<file path="src/rtl/mc_pkg.sv">
// Shared definitions for the multicycle processor control block.
//   - state_t   : FSM state encoding (FETCH is 0 so the reset state reads as 0)
//   - OP_*/FN_* : opcode and R-type func field values
//   - ALU_*     : aluop codes driven to the ALU
//   - SRCB_*    : alusrcb mux selects (reg B, const 4, ext imm, ext imm<<2)
//   - PCSRC_*   : pcsource mux selects (ALU result, ALUOut, jump address)
//   - ctrl_t    : bundle of every datapath control output
package mc_pkg;

    typedef enum logic [3:0] {
        FETCH  = 4'd0,
        DECODE = 4'd1,
        MEMADR = 4'd2,
        MEMRD  = 4'd3,
        MEMWB  = 4'd4,
        MEMWR  = 4'd5,
        RTEXEC = 4'd6,
        RTWB   = 4'd7,
        IEXEC  = 4'd8,
        IWB    = 4'd9,
        BRANCH = 4'd10,
        JUMP   = 4'd11
    } state_t;

    localparam logic [5:0] OP_RTYPE = 6'b000000;
    localparam logic [5:0] OP_LW    = 6'b100011;
    localparam logic [5:0] OP_SW    = 6'b101011;
    localparam logic [5:0] OP_ADDI  = 6'b001000;
    localparam logic [5:0] OP_ANDI  = 6'b001100;
    localparam logic [5:0] OP_ORI   = 6'b001101;
    localparam logic [5:0] OP_BEQ   = 6'b000100;
    localparam logic [5:0] OP_J     = 6'b000010;

    localparam logic [5:0] FN_ADD = 6'b100000;
    localparam logic [5:0] FN_SUB = 6'b100010;
    localparam logic [5:0] FN_AND = 6'b100100;
    localparam logic [5:0] FN_OR  = 6'b100101;
    localparam logic [5:0] FN_SLT = 6'b101010;

    localparam logic [3:0] ALU_ADD = 4'b0000;
    localparam logic [3:0] ALU_SUB = 4'b0001;
    localparam logic [3:0] ALU_AND = 4'b0010;
    localparam logic [3:0] ALU_OR  = 4'b0011;
    localparam logic [3:0] ALU_SLT = 4'b0100;

    localparam logic [1:0] SRCB_REG     = 2'b00;
    localparam logic [1:0] SRCB_FOUR    = 2'b01;
    localparam logic [1:0] SRCB_IMM     = 2'b10;
    localparam logic [1:0] SRCB_IMM_SH2 = 2'b11;

    localparam logic [1:0] PCSRC_ALU    = 2'b00;
    localparam logic [1:0] PCSRC_ALUOUT = 2'b01;
    localparam logic [1:0] PCSRC_JUMP   = 2'b10;

    typedef struct packed {
        logic       mem_req;
        logic       memread;
        logic       memwrite;
        logic       iord;
        logic       irwrite;
        logic       pc_en;
        logic       regwrite;
        logic       regdst;
        logic       mem2reg;
        logic       alusrca;
        logic       extop;
        logic       instr_done;
        logic       illegal;
        logic [1:0] alusrcb;
        logic [1:0] pcsource;
        logic [3:0] aluop;
    } ctrl_t;

    function automatic logic is_itype_alu(input logic [5:0] op);
        return (op == OP_ADDI) || (op == OP_ANDI) || (op == OP_ORI);
    endfunction

endpackage

</file>
<file path="src/rtl/alu_decoder.sv">
// ALU operation decoder for the multicycle control block.
// Ports:
//   opcode, func  : instruction fields [31:26] and [5:0]
//   rtype_aluop   : ALU op selected by func for R-type instructions
//   rtype_valid   : func is one of the supported R-type operations
//   itype_aluop   : ALU op for the immediate ALU instructions
//   itype_extop   : sign-extend the immediate (addi only; andi/ori zero-extend)
module alu_decoder
    import mc_pkg::*;
(
    input  logic [5:0] opcode,
    input  logic [5:0] func,
    output logic [3:0] rtype_aluop,
    output logic       rtype_valid,
    output logic [3:0] itype_aluop,
    output logic       itype_extop
);

    always_comb begin
        rtype_aluop = ALU_ADD;
        rtype_valid = 1'b1;
        case (func)
            FN_ADD:  rtype_aluop = ALU_ADD;
            FN_SUB:  rtype_aluop = ALU_SUB;
            FN_AND:  rtype_aluop = ALU_AND;
            FN_OR:   rtype_aluop = ALU_OR;
            FN_SLT:  rtype_aluop = ALU_SLT;
            default: rtype_valid = 1'b0;
        endcase
    end

    always_comb begin
        itype_aluop = ALU_ADD;
        itype_extop = 1'b0;
        case (opcode)
            OP_ADDI: begin
                itype_aluop = ALU_ADD;
                itype_extop = 1'b1;
            end
            OP_ANDI: itype_aluop = ALU_AND;
            OP_ORI:  itype_aluop = ALU_OR;
            default: itype_aluop = ALU_ADD;
        endcase
    end

endmodule

</file>
<file path="src/rtl/multicycle_control.sv">
// Multicycle processor control unit: a single Moore FSM that sequences
// fetch, decode, execute, memory and write-back for lw/sw, R-type ALU,
// addi/andi/ori, beq and j.
// Ports:
//   clk, rst_n     : clock and synchronous active-low reset
//   opcode, func   : instruction fields from the IR
//   Zero           : ALU zero flag (beq decision)
//   mem_ready      : memory completes the access this cycle
//   mem_req, memread, memwrite, iord, irwrite, pc_en, regwrite, regdst,
//   mem2reg, alusrca, extop, alusrcb, pcsource, aluop : datapath controls
//   instr_done     : last cycle of a legal instruction
//   illegal        : one-cycle pulse on an unsupported opcode/func
//   state          : current state (debug)
module multicycle_control
    import mc_pkg::*;
(
    input  logic       clk,
    input  logic       rst_n,
    input  logic [5:0] opcode,
    input  logic [5:0] func,
    input  logic       Zero,
    input  logic       mem_ready,
    output logic       mem_req,
    output logic       memread,
    output logic       memwrite,
    output logic       iord,
    output logic       irwrite,
    output logic       pc_en,
    output logic       regwrite,
    output logic       regdst,
    output logic       mem2reg,
    output logic       alusrca,
    output logic       extop,
    output logic       instr_done,
    output logic       illegal,
    output logic [1:0] alusrcb,
    output logic [1:0] pcsource,
    output logic [3:0] aluop,
    output logic [3:0] state
);

    state_t     state_q;
    state_t     state_d;
    ctrl_t      ctrl;
    ctrl_t      ctrl_out;
    logic [3:0] rtype_aluop;
    logic       rtype_valid;
    logic [3:0] itype_aluop;
    logic       itype_extop;

    alu_decoder u_alu_decoder (
        .opcode      (opcode),
        .func        (func),
        .rtype_aluop (rtype_aluop),
        .rtype_valid (rtype_valid),
        .itype_aluop (itype_aluop),
        .itype_extop (itype_extop)
    );

    always_ff @(posedge clk) begin
        if (!rst_n) begin
            state_q <= FETCH;
        end else begin
            state_q <= state_d;
        end
    end

    always_comb begin
        state_d = state_q;
        ctrl    = '0;
        case (state_q)
            FETCH: begin
                ctrl.mem_req  = 1'b1;
                ctrl.memread  = 1'b1;
                ctrl.alusrcb  = SRCB_FOUR;
                ctrl.pcsource = PCSRC_ALU;
                ctrl.aluop    = ALU_ADD;
                if (mem_ready) begin
                    ctrl.irwrite = 1'b1;
                    ctrl.pc_en   = 1'b1;
                    state_d      = DECODE;
                end
            end
            DECODE: begin
                // Branch target is computed here speculatively (PC + imm<<2).
                ctrl.alusrcb = SRCB_IMM_SH2;
                ctrl.extop   = 1'b1;
                ctrl.aluop   = ALU_ADD;
                // func is already stable in the IR, so a bad R-type func is
                // rejected here rather than spending a cycle in RTEXEC.
                if (opcode == OP_LW || opcode == OP_SW) begin
                    state_d = MEMADR;
                end else if (opcode == OP_RTYPE && rtype_valid) begin
                    state_d = RTEXEC;
                end else if (is_itype_alu(opcode)) begin
                    state_d = IEXEC;
                end else if (opcode == OP_BEQ) begin
                    state_d = BRANCH;
                end else if (opcode == OP_J) begin
                    state_d = JUMP;
                end else begin
                    ctrl.illegal = 1'b1;
                    state_d      = FETCH;
                end
            end
            MEMADR: begin
                ctrl.alusrca = 1'b1;
                ctrl.alusrcb = SRCB_IMM;
                ctrl.extop   = 1'b1;
                ctrl.aluop   = ALU_ADD;
                state_d      = (opcode == OP_SW) ? MEMWR : MEMRD;
            end
            MEMRD: begin
                ctrl.mem_req = 1'b1;
                ctrl.iord    = 1'b1;
                ctrl.memread = 1'b1;
                if (mem_ready) begin
                    state_d = MEMWB;
                end
            end
            MEMWR: begin
                ctrl.mem_req  = 1'b1;
                ctrl.iord     = 1'b1;
                ctrl.memwrite = 1'b1;
                if (mem_ready) begin
                    ctrl.instr_done = 1'b1;
                    state_d         = FETCH;
                end
            end
            MEMWB: begin
                ctrl.regwrite   = 1'b1;
                ctrl.mem2reg    = 1'b1;
                ctrl.instr_done = 1'b1;
                state_d         = FETCH;
            end
            RTEXEC: begin
                ctrl.alusrca = 1'b1;
                ctrl.alusrcb = SRCB_REG;
                ctrl.aluop   = rtype_aluop;
                if (rtype_valid) begin
                    state_d = RTWB;
                end else begin
                    ctrl.illegal = 1'b1;
                    state_d      = FETCH;
                end
            end
            RTWB: begin
                ctrl.regwrite   = 1'b1;
                ctrl.regdst     = 1'b1;
                ctrl.instr_done = 1'b1;
                state_d         = FETCH;
            end
            IEXEC: begin
                ctrl.alusrca = 1'b1;
                ctrl.alusrcb = SRCB_IMM;
                ctrl.aluop   = itype_aluop;
                ctrl.extop   = itype_extop;
                state_d      = IWB;
            end
            IWB: begin
                ctrl.regwrite   = 1'b1;
                ctrl.instr_done = 1'b1;
                state_d         = FETCH;
            end
            BRANCH: begin
                ctrl.alusrca    = 1'b1;
                ctrl.alusrcb    = SRCB_REG;
                ctrl.aluop      = ALU_SUB;
                ctrl.pcsource   = PCSRC_ALUOUT;
                ctrl.pc_en      = Zero;
                ctrl.instr_done = 1'b1;
                state_d         = FETCH;
            end
            JUMP: begin
                ctrl.pcsource   = PCSRC_JUMP;
                ctrl.pc_en      = 1'b1;
                ctrl.instr_done = 1'b1;
                state_d         = FETCH;
            end
            default: begin
                state_d = FETCH;
            end
        endcase
    end

    // Reset is synchronous, so the state register may still hold a mid-
    // instruction state during the first reset cycle; gating the outputs
    // with rst_n guarantees no strobe or request escapes while in reset.
    assign ctrl_out = rst_n ? ctrl : '0;
    assign state    = rst_n ? state_q : FETCH;

    assign mem_req    = ctrl_out.mem_req;
    assign memread    = ctrl_out.memread;
    assign memwrite   = ctrl_out.memwrite;
    assign iord       = ctrl_out.iord;
    assign irwrite    = ctrl_out.irwrite;
    assign pc_en      = ctrl_out.pc_en;
    assign regwrite   = ctrl_out.regwrite;
    assign regdst     = ctrl_out.regdst;
    assign mem2reg    = ctrl_out.mem2reg;
    assign alusrca    = ctrl_out.alusrca;
    assign extop      = ctrl_out.extop;
    assign instr_done = ctrl_out.instr_done;
    assign illegal    = ctrl_out.illegal;
    assign alusrcb    = ctrl_out.alusrcb;
    assign pcsource   = ctrl_out.pcsource;
    assign aluop      = ctrl_out.aluop;

endmodule

</file>
<file path="config.mk">
export PLATFORM = sky130hd
export DESIGN_NAME = multicycle_control
export DESIGN_NICKNAME = d
export VERILOG_FILES = /design/src/rtl/mc_pkg.sv /design/src/rtl/alu_decoder.sv /design/src/rtl/multicycle_control.sv
export SDC_FILE = /design/constraint.sdc
export NUM_CORES = 1
export LEC_CHECK = 0
export CORE_MARGIN = 2
export CORE_UTILIZATION = 40
export DETAILED_ROUTE_END_ITERATION = 8
export GPL_TIMING_DRIVEN = 0
export HOLD_SLACK_MARGIN = 0.02
export PLACE_DENSITY = 0.8
export SLEW_MARGIN = 40
export SYNTH_ARGS = -nofsm -noshare
export SYNTH_HDL_FRONTEND = slang
export SYNTH_SLANG_ARGS = --single-unit
export TNS_END_PERCENT = 10
</file>
<file path="constraint.sdc">
create_clock -name clk -period 2.05 [get_ports clk]
set_input_delay 0.41 -clock clk [delete_from_list [all_inputs] [get_ports clk]]
set_output_delay 0.41 -clock clk [all_outputs]
set_load 0.01 [all_outputs]
</file>
After elaboration in Yosys (flattened, before gate mapping)
Index checks and enable logic that the tools add are counted.
{"block": "totals", "reg_bits": 4, "latch_bits": 0, "ramBits": 0, "rom_bits": 0, "input_bits": 16, "output_inout_bits": 25, "memories": 0}
{"block": "op_classes", "n_addsub": 0, "n_mul": 0, "div_mod_pow": 0, "n_lt_le_gt_ge": 0, "n_eq_ne": 26, "shifts": 0, "muxes": 41, "bitwise": 0, "n_reduce_logical": 16}
{"op": "6-bit == test (second input constant)", "count": 7}
{"op": "4-bit 2-to-1 mux", "count": 9}
{"op": "4-bit case mux with 7 select lines", "count": 1}
{"op": "21-bit 2-to-1 mux", "count": 1}
{"op": "6-bit by 4-bit == test with 1-bit output (second input constant)", "count": 3}
{"op": "1-bit 2-to-1 mux", "count": 18}
{"op": "4-bit by 3-bit == test with 1-bit output (second input constant)", "count": 4}
{"op": "4-bit == test (second input constant)", "count": 4}
{"op": "3-bit case mux with 4 select lines", "count": 1}
{"op": "4-bit case mux with 3 select lines", "count": 1}
{"op": "5-bit OR reduction", "count": 2}
{"op": "4-bit by 2-bit == test with 1-bit output (second input constant)", "count": 2}
{"op": "2-bit case mux with 2 select lines", "count": 2}
{"op": "2-bit OR reduction", "count": 4}
{"op": "6-bit by 2-bit == test with 1-bit output (second input constant)", "count": 1}
{"op": "6-bit by 3-bit == test with 1-bit output (second input constant)", "count": 1}
{"op": "6-bit zero test", "count": 1}
{"op": "3-bit 2-to-1 mux", "count": 2}
{"op": "2-bit != test (second input constant)", "count": 3}
{"op": "1-bit case mux with 2 select lines", "count": 3}
{"op": "2-bit case mux with 3 select lines", "count": 1}
{"op": "3-bit OR reduction", "count": 2}
{"op": "4-bit by 1-bit == test with 1-bit output (second input constant)", "count": 1}
{"op": "4-bit zero test", "count": 1}
{"op": "6 further kinds", "count": 8}

Longest topological paths before layout
Gate-level depths: netlist of run 1.
{"block": "depth", "ltp_word": 8, "depth_mapped": 6, "mapped_depth_nobuf": 4}

Hierarchy
Synthesis of run 1 repeated with hierarchy kept, for this count alone.
{"block": "unflattened", "hier_cells": 143, "hier_area_um2": 943.4}
{"mod": "multicycle_control", "instances": 1, "cells_per_inst": 125, "area_each_um2": 809.5, "seq_area_each_um2": 80.1}
{"mod": "alu_decoder", "instances": 1, "cells_per_inst": 18, "area_each_um2": 133.9, "seq_area_each_um2": 0.0}

Worst setup path after synthesis of run 1
Ideal clock, no wire load.
{"block": "synth_path", "kind": "input -> output", "from": "in opcode[1]", "to": "out aluop[0]", "t_arrival_ps": 1512, "setup_slack_ps": 128, "stages": 5, "path_cell_list": "buf_4 nor4b_2 a31oi_1 or3_1 a21oi_1"}
{"block": "synth_between", "elab_chain_len": 4}
{"element": "start, declared", "line": "multicycle_control.sv:19", "text": "input logic [5:0] opcode,"}
{"element": "6-bit by 4-bit == test with 1-bit output", "line": "alu_decoder.sv:35", "text": "case (opcode)"}
{"element": "2-bit case mux with 2 select lines (*)", "line": "alu_decoder.sv:35"}
{"element": "4-bit case mux with 3 select lines (*)", "line": "multicycle_control.sv:71", "text": "case (state_q)"}
{"element": "21-bit 2-to-1 mux (*)", "line": "multicycle_control.sv:189", "text": "assign ctrl_out = rst_n ? ctrl : '0;"}
{"element": "end, declared", "line": "multicycle_control.sv:38", "text": "output logic [3:0] aluop,"}
Mark *: on every way between the ends. The rest lies on a longest branch, timed or not.

Worst setup path in the final report of run 1
{"block": "layout_path", "from": "in func[4]", "to": "out aluop[1]"}
{"block": "layout_between", "elab_chain_len": 4}
{"element": "start, declared", "line": "multicycle_control.sv:20", "text": "input logic [5:0] func,"}
{"element": "6-bit == test", "line": "alu_decoder.sv:22", "text": "case (func)"}
{"element": "3-bit case mux with 4 select lines (*)", "line": "alu_decoder.sv:22"}
{"element": "4-bit case mux with 3 select lines (*)", "line": "multicycle_control.sv:71"}
{"element": "21-bit 2-to-1 mux (*)", "line": "multicycle_control.sv:189"}
Marks and branches as above.

==> results by group, run 1 <==
Global route
  – Vias in the first global route: around 1200
  – Total GRT Usage: between 20% and 30%
  – First-pass GRT wire length: roughly 5400 um
  – Total grt overflow: 0
  – Largest net degree at the start of global routing: 11
  – Initial antenna violation count: 0

Worst setup path
  – Critical Path Sink Type: output pin
  – CP peak stage delay: ~0.42 ns
  – RR Startpoint: state_q[1]
  – Register-to-register setup slack: between 0.5 and 0.6 ns
  – Max stage delay cell, worst path: clkdlybuf4s50_1
  – Critical Path Fanout Max: 4
  – CP Launch Type: input port
  – CP delay by family, top: buffers and inverters
  – Reg2Reg Depth: 6
  – CP cell instances: clkdlybuf4s50_1 > nand2b_4 > nor4_4 > nand3b_1 > a21oi_1 > dlygate4sd2_1
  – Type of the worst setup path: in2out
  – Critical path required time: 1.64 ns
  – Buf/Inv on CP: 2
  – Worst R2R End: state_q[3]
  – Worst path arrival time: roughly 1.8 ns

Place
  – HPWL Detailed: roughly 2300 um
  – Inst Count DP: a little under 200
  – Global placer's final weighted congestion: just over 0.9
  – Number of port buffers: 37
  – Worst slack, placed: -0.8813 ns

Worst hold path
  – WHS Path Cells: 3
  – HP Class: in2reg
  – Hold Path Origin: opcode[1]
  – Hold-critical path endpoint: state_q[0]

Layout
  – Final nets: 197
  – Fin util: 68.25%
  – # diodes: 0
  – Area growth syn-to-layout: 64.15%
  – Largest Register: state_q
  – Fraction of layout cells with a size suffix above 1: 32.40%
  – Top flop regs: state_q (4)
  – Fin cells: a little over 200
  – Max reg flops: 4

CTS
  – Worst-path clk slew: 0.04 ns
  – CTS root buffer: clkbuf_4
  – Clock Latency Late Sink: ~0.24 ns
  – Clock Sinks: 4
  – CTS Buf Count: 3
  – Max clock buf depth: 2
  – CTS tree: yes
  – H-tree depth: 1

Yosys
  – Most frequent cells after synthesis: nand2_1, nor3_1
  – Main synth FF type: dfxtp_1
  – Avg Cell Area, Syn: roughly 6.9 um2
  – Mapped Cells: between 100 and 150
  – Top cells by area, synth: dfxtp_1, buf_4, nor3_1
  – Seq/Total Area, Yosys: under 10%
  – Post-synth cell types: between 50 and 60
  – Post-synth top area cell: dfxtp_1
  – Post-synthesis net count: 148
  – Area fraction of the dominant cell type after synthesis: under 10%
  – Async S/R FF share, synth: 0%
  – Post-Syn Area: just over 900 um2
  – Top-count cell post-synth: nand2_1
  – Flops & latches, synth: 4
  – Number of synthesized flops with an enable pin: 0
  – Synth warn: 0

Floorplanning
  – Core area: 2191 um2
  – Die Width: 51.72 um
  – Die area: 2675 um2
  – # rows: 17
  – Io pins: between 40 and 50
  – Die height: about 52 um
  – Initial Utilization: around two fifths

Timing
  – TNS Setup: -0.3499 ns
  – Hold Vio Cnt, Final: 0
  – Max-slew violation count: 0
  – Final WS setup: -0.1076 ns
  – Achievable Freq: roughly 460 MHz
  – Min Clock Period, post-route: between 2 and 2.5 ns
  – Tcrit/Tclk final: 105.2%
  – Final setup violation count: 4
  – Clock Skew: 0.008905 ns
  – RSZ-0062 raised after global routing: yes

Power
  – Lkg Pwr: around 0.75 nW
  – Peak VDD IR: ~0.00023 V
  – Pwr dens: approximately 250 nW/um2

Detailed routing
  – Routed vias: about 1200
  – Wire per inst: between 15 and 20 um
  – Initial drt markers: 67
  – Post-DRT Antenna Nets: 0
  – Residual DRC: 0
  – Vias/cell: just under 6
  – Total Wirelength: roughly 3300 um
  – Pre-antenna DRT Iters: 4

Status
  – Status: complete, but fails checks
  – Failing checks: negative setup slack

Job
  – Max-Cap Viols: 0
layout by cell type, fill, tap and decap left out, types with 3 or more instances in the layout:
cell type	netlist	routed
buf_2	0	6
nor2b_1	5	3
buf_4	7	9
dlymetal6s2s_1	0	7
clkbuf_2	0	4
dlygate4sd2_1	0	13
inv_1	7	6
nand3b_1	4	4
nor3_1	9	7
o211ai_1	6	6
nor2_1	7	6
nor3_4	0	3
nor4_1	6	5
buf_6	3	8
a21oi_1	7	6
nand2_1	12	12
nand2b_1	4	3
clkbuf_4	0	3
and2_1	3	3
o21ai_0	5	4
clkdlybuf4s50_1	0	5
kinds of logic after synthesis:
family                 share of synthesized area (%)
XOR/XNOR                                       2.885
other                                         0.4117
buffers and inverters                          13.19
AO/OA/AOI/OAI                                  27.34
multiplexers                                   1.236
AND/OR/NAND/NOR                                46.15
flip-flops                                     8.792
metrics by stage:
| stage | cell area (um2) | power, mW | hold WS, ns |
|---|---|---|---|
| CTS | 1453 | 0.3596 | 0.4778 |
| finish | 1495 | 0.3676 | 0.4835 |
| detailed placement | 1316 | 0.2462 | 0.6839 |
| global placement | 1316 | 0.2413 | 0.6502 |
| floorplan | 910.9 | 0.1722 | 0.5924 |
| global route | 1495 | 0.3867 | 0.4983 |
worst max path at each step:
stage,start,endpoint,slack (ns),cells past startpoint
floorplan,opcode[1],aluop[0],0.13,5
global placement,func[1],illegal,-0.84,6
detailed placement,func[1],illegal,-0.88,6
CTS,state_q[1],regwrite,-0.12,6
global route,state_q[1],iord,-0.18,4
finish,func[4],aluop[1],-0.11,6
layer usage:
metal	part of all wire (%)	vias to the layer above	global-route usage, %
li1	-	586	-
met1	40	560	32.57
met2	50	69	47.86
met3	8.0	7	2.299
met4	1.5	0	10.96
met5	0	-	0
power breakdown:
group	switching, mW	internal, mW
logic	0.0968	0.0858
registers	0.00391	0.0807
clock network	0.0348	0.0656
total	0.136	0.232
layout make-up:
cell class / count / area [um2]
plain buffers: 12 / 123.9
multi-input cells: 109 / 823.3
inverters: 7 / 26.28
fillers: 191 / 695.7
clock buffers: 3 / 22.52
flip-flops and latches: 4 / 82.58
repair buffers: 44 / 381.6
well taps: 28 / 35.03
worst reg2reg max path, cell delays in order (launching register included):
cell and delay, ns:
dfxtp_1 0.31, buf_6 0.15, nor3_4 0.23, o211ai_1 0.19
buf_4 0.18, a211oi_2 0.18, o211a_1 0.16
repair_timing:
action | CTS | global route
pin swaps | 10 | 1
setup buffers | 7 | 0
endpoints found under the hold margin | 0 | 0
setup endpoints to repair | 24 | 17
hold buffers | 0 | 0
resized for setup | 72 | 24
Power figures use the tool's default switching activity.
==> run 2: changes to the inputs <==
CTS_CLUSTER_SIZE = 14   (was not set)
PLACE_DENSITY = 0.83   (was 0.8)
TNS_END_PERCENT = not set   (was 10)
==> run 2 against run 1 <==
The run still ends with negative setup slack left. Largest cell class unchanged. Die area unchanged. Clock power down 6%. Setup slack worse by 0.035 ns. Clock skew down 0.0034 ns. Non-clock buffer count up 5. Final area up 2.7%. Final cell count up 2.4%. Sequential share of layout area up 0.18 points. Sequential power down 2%. Power down 0.97%. Utilization up 1.8 points. Wire length up 1.7%.
==> results by group, run 2 (synthesis gave the netlist of run 1 again) <==
Floorplanning
  – Io pins: ~40
  – Die height: around 52 um
  – Die Width: 51.72 um
  – Die area: ~2700 um2
  – Core area: about 2200 um2
  – # rows: 17
  – Initial Utilization: ~42%

Detailed routing
  – Post-DRT Antenna Nets: 0
  – Metal3 WL: 283 um
  – Met1 wire length: approximately 1300 um
  – Initial drt markers: just under 70
  – Vias/cell: ~6.0
  – Met2 WL post-DR: roughly 1700 um
  – Pre-antenna DRT Iters: 4
  – Wire per inst: 15.81 um
  – Routed vias: about 1300
  – Residual DRC: 0
  – Uppermost routed layer: met4
  – Total Wirelength: 3352 um

Global route
  – Initial antenna violation count: 0
  – Largest net degree at the start of global routing: 11
  – Vias in the first global route: roughly 1200
  – Total grt overflow: 0
  – Total GRT Usage: between 20% and 30%
  – First-pass GRT wire length: 5416 um

Layout
  – # diodes: 0
  – Fraction of layout cells with a size suffix above 1: between 30% and 40%
  – Max reg flops: 4
  – Most frequent cells in the layout: buf_4, dlygate4sd2_1, nand2_1, nor3_1
  – Register Area: 87.58 um2
  – Final nets: slightly above 200
  – Top flop regs: state_q (4)
  – Largest Register: state_q
  – Most common cell after layout, fill and taps aside: buf_4
  – Multi-input logic area: roughly 830 um2
  – Area growth syn-to-layout: 68.54%
  – Fillers: ~200

Place
  – HPWL Detailed: 2258 um
  – Number of port buffers: 37
  – Global placer's final weighted congestion: approximately 0.94

Timing
  – Clock Skew: between 0.005 and 0.006 ns
  – Final setup violation count: 3
  – Final Hold Slack: approximately 0.53 ns
  – Final WS setup: -0.1424 ns
  – Achievable Freq: between 400 and 500 MHz
  – Hold Vio Cnt, Final: 0
  – RSZ-0062 raised after global routing: yes
  – Tcrit/Tclk final: 106.9%
  – Max-slew violation count: 0
  – Min Clock Period, post-route: ~2.2 ns

Worst setup path
  – Critical path required time: roughly 1.6 ns
  – Critical Path Sink Type: output pin
  – Register-to-register setup slack: roughly 0.61 ns
  – Worst path arrival time: approximately 1.8 ns
  – RR Startpoint: state_q[2]
  – Reg2Reg Depth: 6
  – Critical Path Fanout Max: 4
  – Worst R2R End: state_q[3]
  – CP Launch Type: input port
  – Type of the worst setup path: in2out

CTS
  – Clock Latency Late Sink: ~0.23 ns
  – Max clock buf depth: 2
  – Clock Sinks: 4
  – CTS Hold Bufs: 0
  – CTS Buf Count: 3
  – H-tree depth: 1
  – Worst-path clk slew: approximately 0.04 ns
  – CTS tree: yes
  – CTS root buffer: clkbuf_4

Job
  – Max-Cap Viols: 0

Worst hold path
  – WHS Path Cells: 3
  – HP Class: in2reg
  – Hold-critical path endpoint: state_q[0]
  – Hold Path Origin: opcode[1]

Status
  – Failing checks: negative setup slack
  – Status: complete, but fails checks

Power
  – Pwr dens: approximately 240 nW/um2
  – Peak VDD IR: roughly 0.00021 V
  – Total Power: approximately 0.36 mW
  – Lkg Pwr: 0.7236 nW
[run 2: cell types whose count changed in the layout (fill, tap and decap cells not counted), moves of 2 or more]
cell,before,now
buf_2,6,4
buf_4,9,15
clkdlybuf4s15_2,2,5
dfxtp_2,2,0
dfxtp_4,0,2
dlymetal6s2s_1,7,4
[run 2: critical path: stages]
cell,delay [ns]
clkdlybuf4s50_1,0.41
nand2b_4,0.18
nor3_4,0.25
a211oi_2,0.11
o21a_1,0.20
clkdlybuf4s15_2,0.22
[run 2: worst max-delay path by stage]
stage,start,to,cells past startpoint
after floorplan,opcode[1],aluop[0],5
after global placement,func[1],illegal,6
after detailed placement,func[1],illegal,6
after CTS,opcode[0],illegal,6
after global routing,state_q[2],illegal,6
final,func[4],illegal,6
[run 2: metrics by stage]
stage	cell area [um2]	setup WS, ns	TNS [ns]	utilization (%)	std cells
floorplan	910.9	0.1284	0	-	132
CTS	1498	-0.1414	-0.1549	68.36	207
global placement	1316	-0.8291	-8.212	60.08	197
global route	1535	-0.2079	-0.4059	70.07	212
detailed placement	1316	-0.8672	-8.707	60.08	197
finish	1535	-0.1424	-0.1821	70.07	212
[run 2: cell type report]
cell class              count  share of cell area (%)
multi-input cells         109                   53.87
repair buffers             49                   26.98
plain buffers              12                   7.987
flip-flops and latches      4                   5.705
well taps                  28                   2.282
inverters                   7                   1.711
clock buffers               3                   1.467
[run 2: per-layer routing]
metal | track usage (%) | vias to the layer above
li1 | - | 593
met1 | 32.63 | 583
met2 | 46.58 | 91
met3 | 1.724 | 10
met4 | 8.772 | 0
met5 | 0 | -
[run 2: what timing repair did]
item / CTS / global route
endpoints found under the setup margin: 24 / 13
cloned: 0 / 0
buffers inserted: 7 / 5
endpoints found under the hold margin: 0 / 0
resized for setup: 79 / 23
pin swaps: 9 / 6
[run 2: power breakdown]
group / internal, mW / switching [mW]
clock: 0.0652 / 0.0289
combinational: 0.0894 / 0.0974
sequential: 0.0790 / 0.00413
total: 0.234 / 0.130
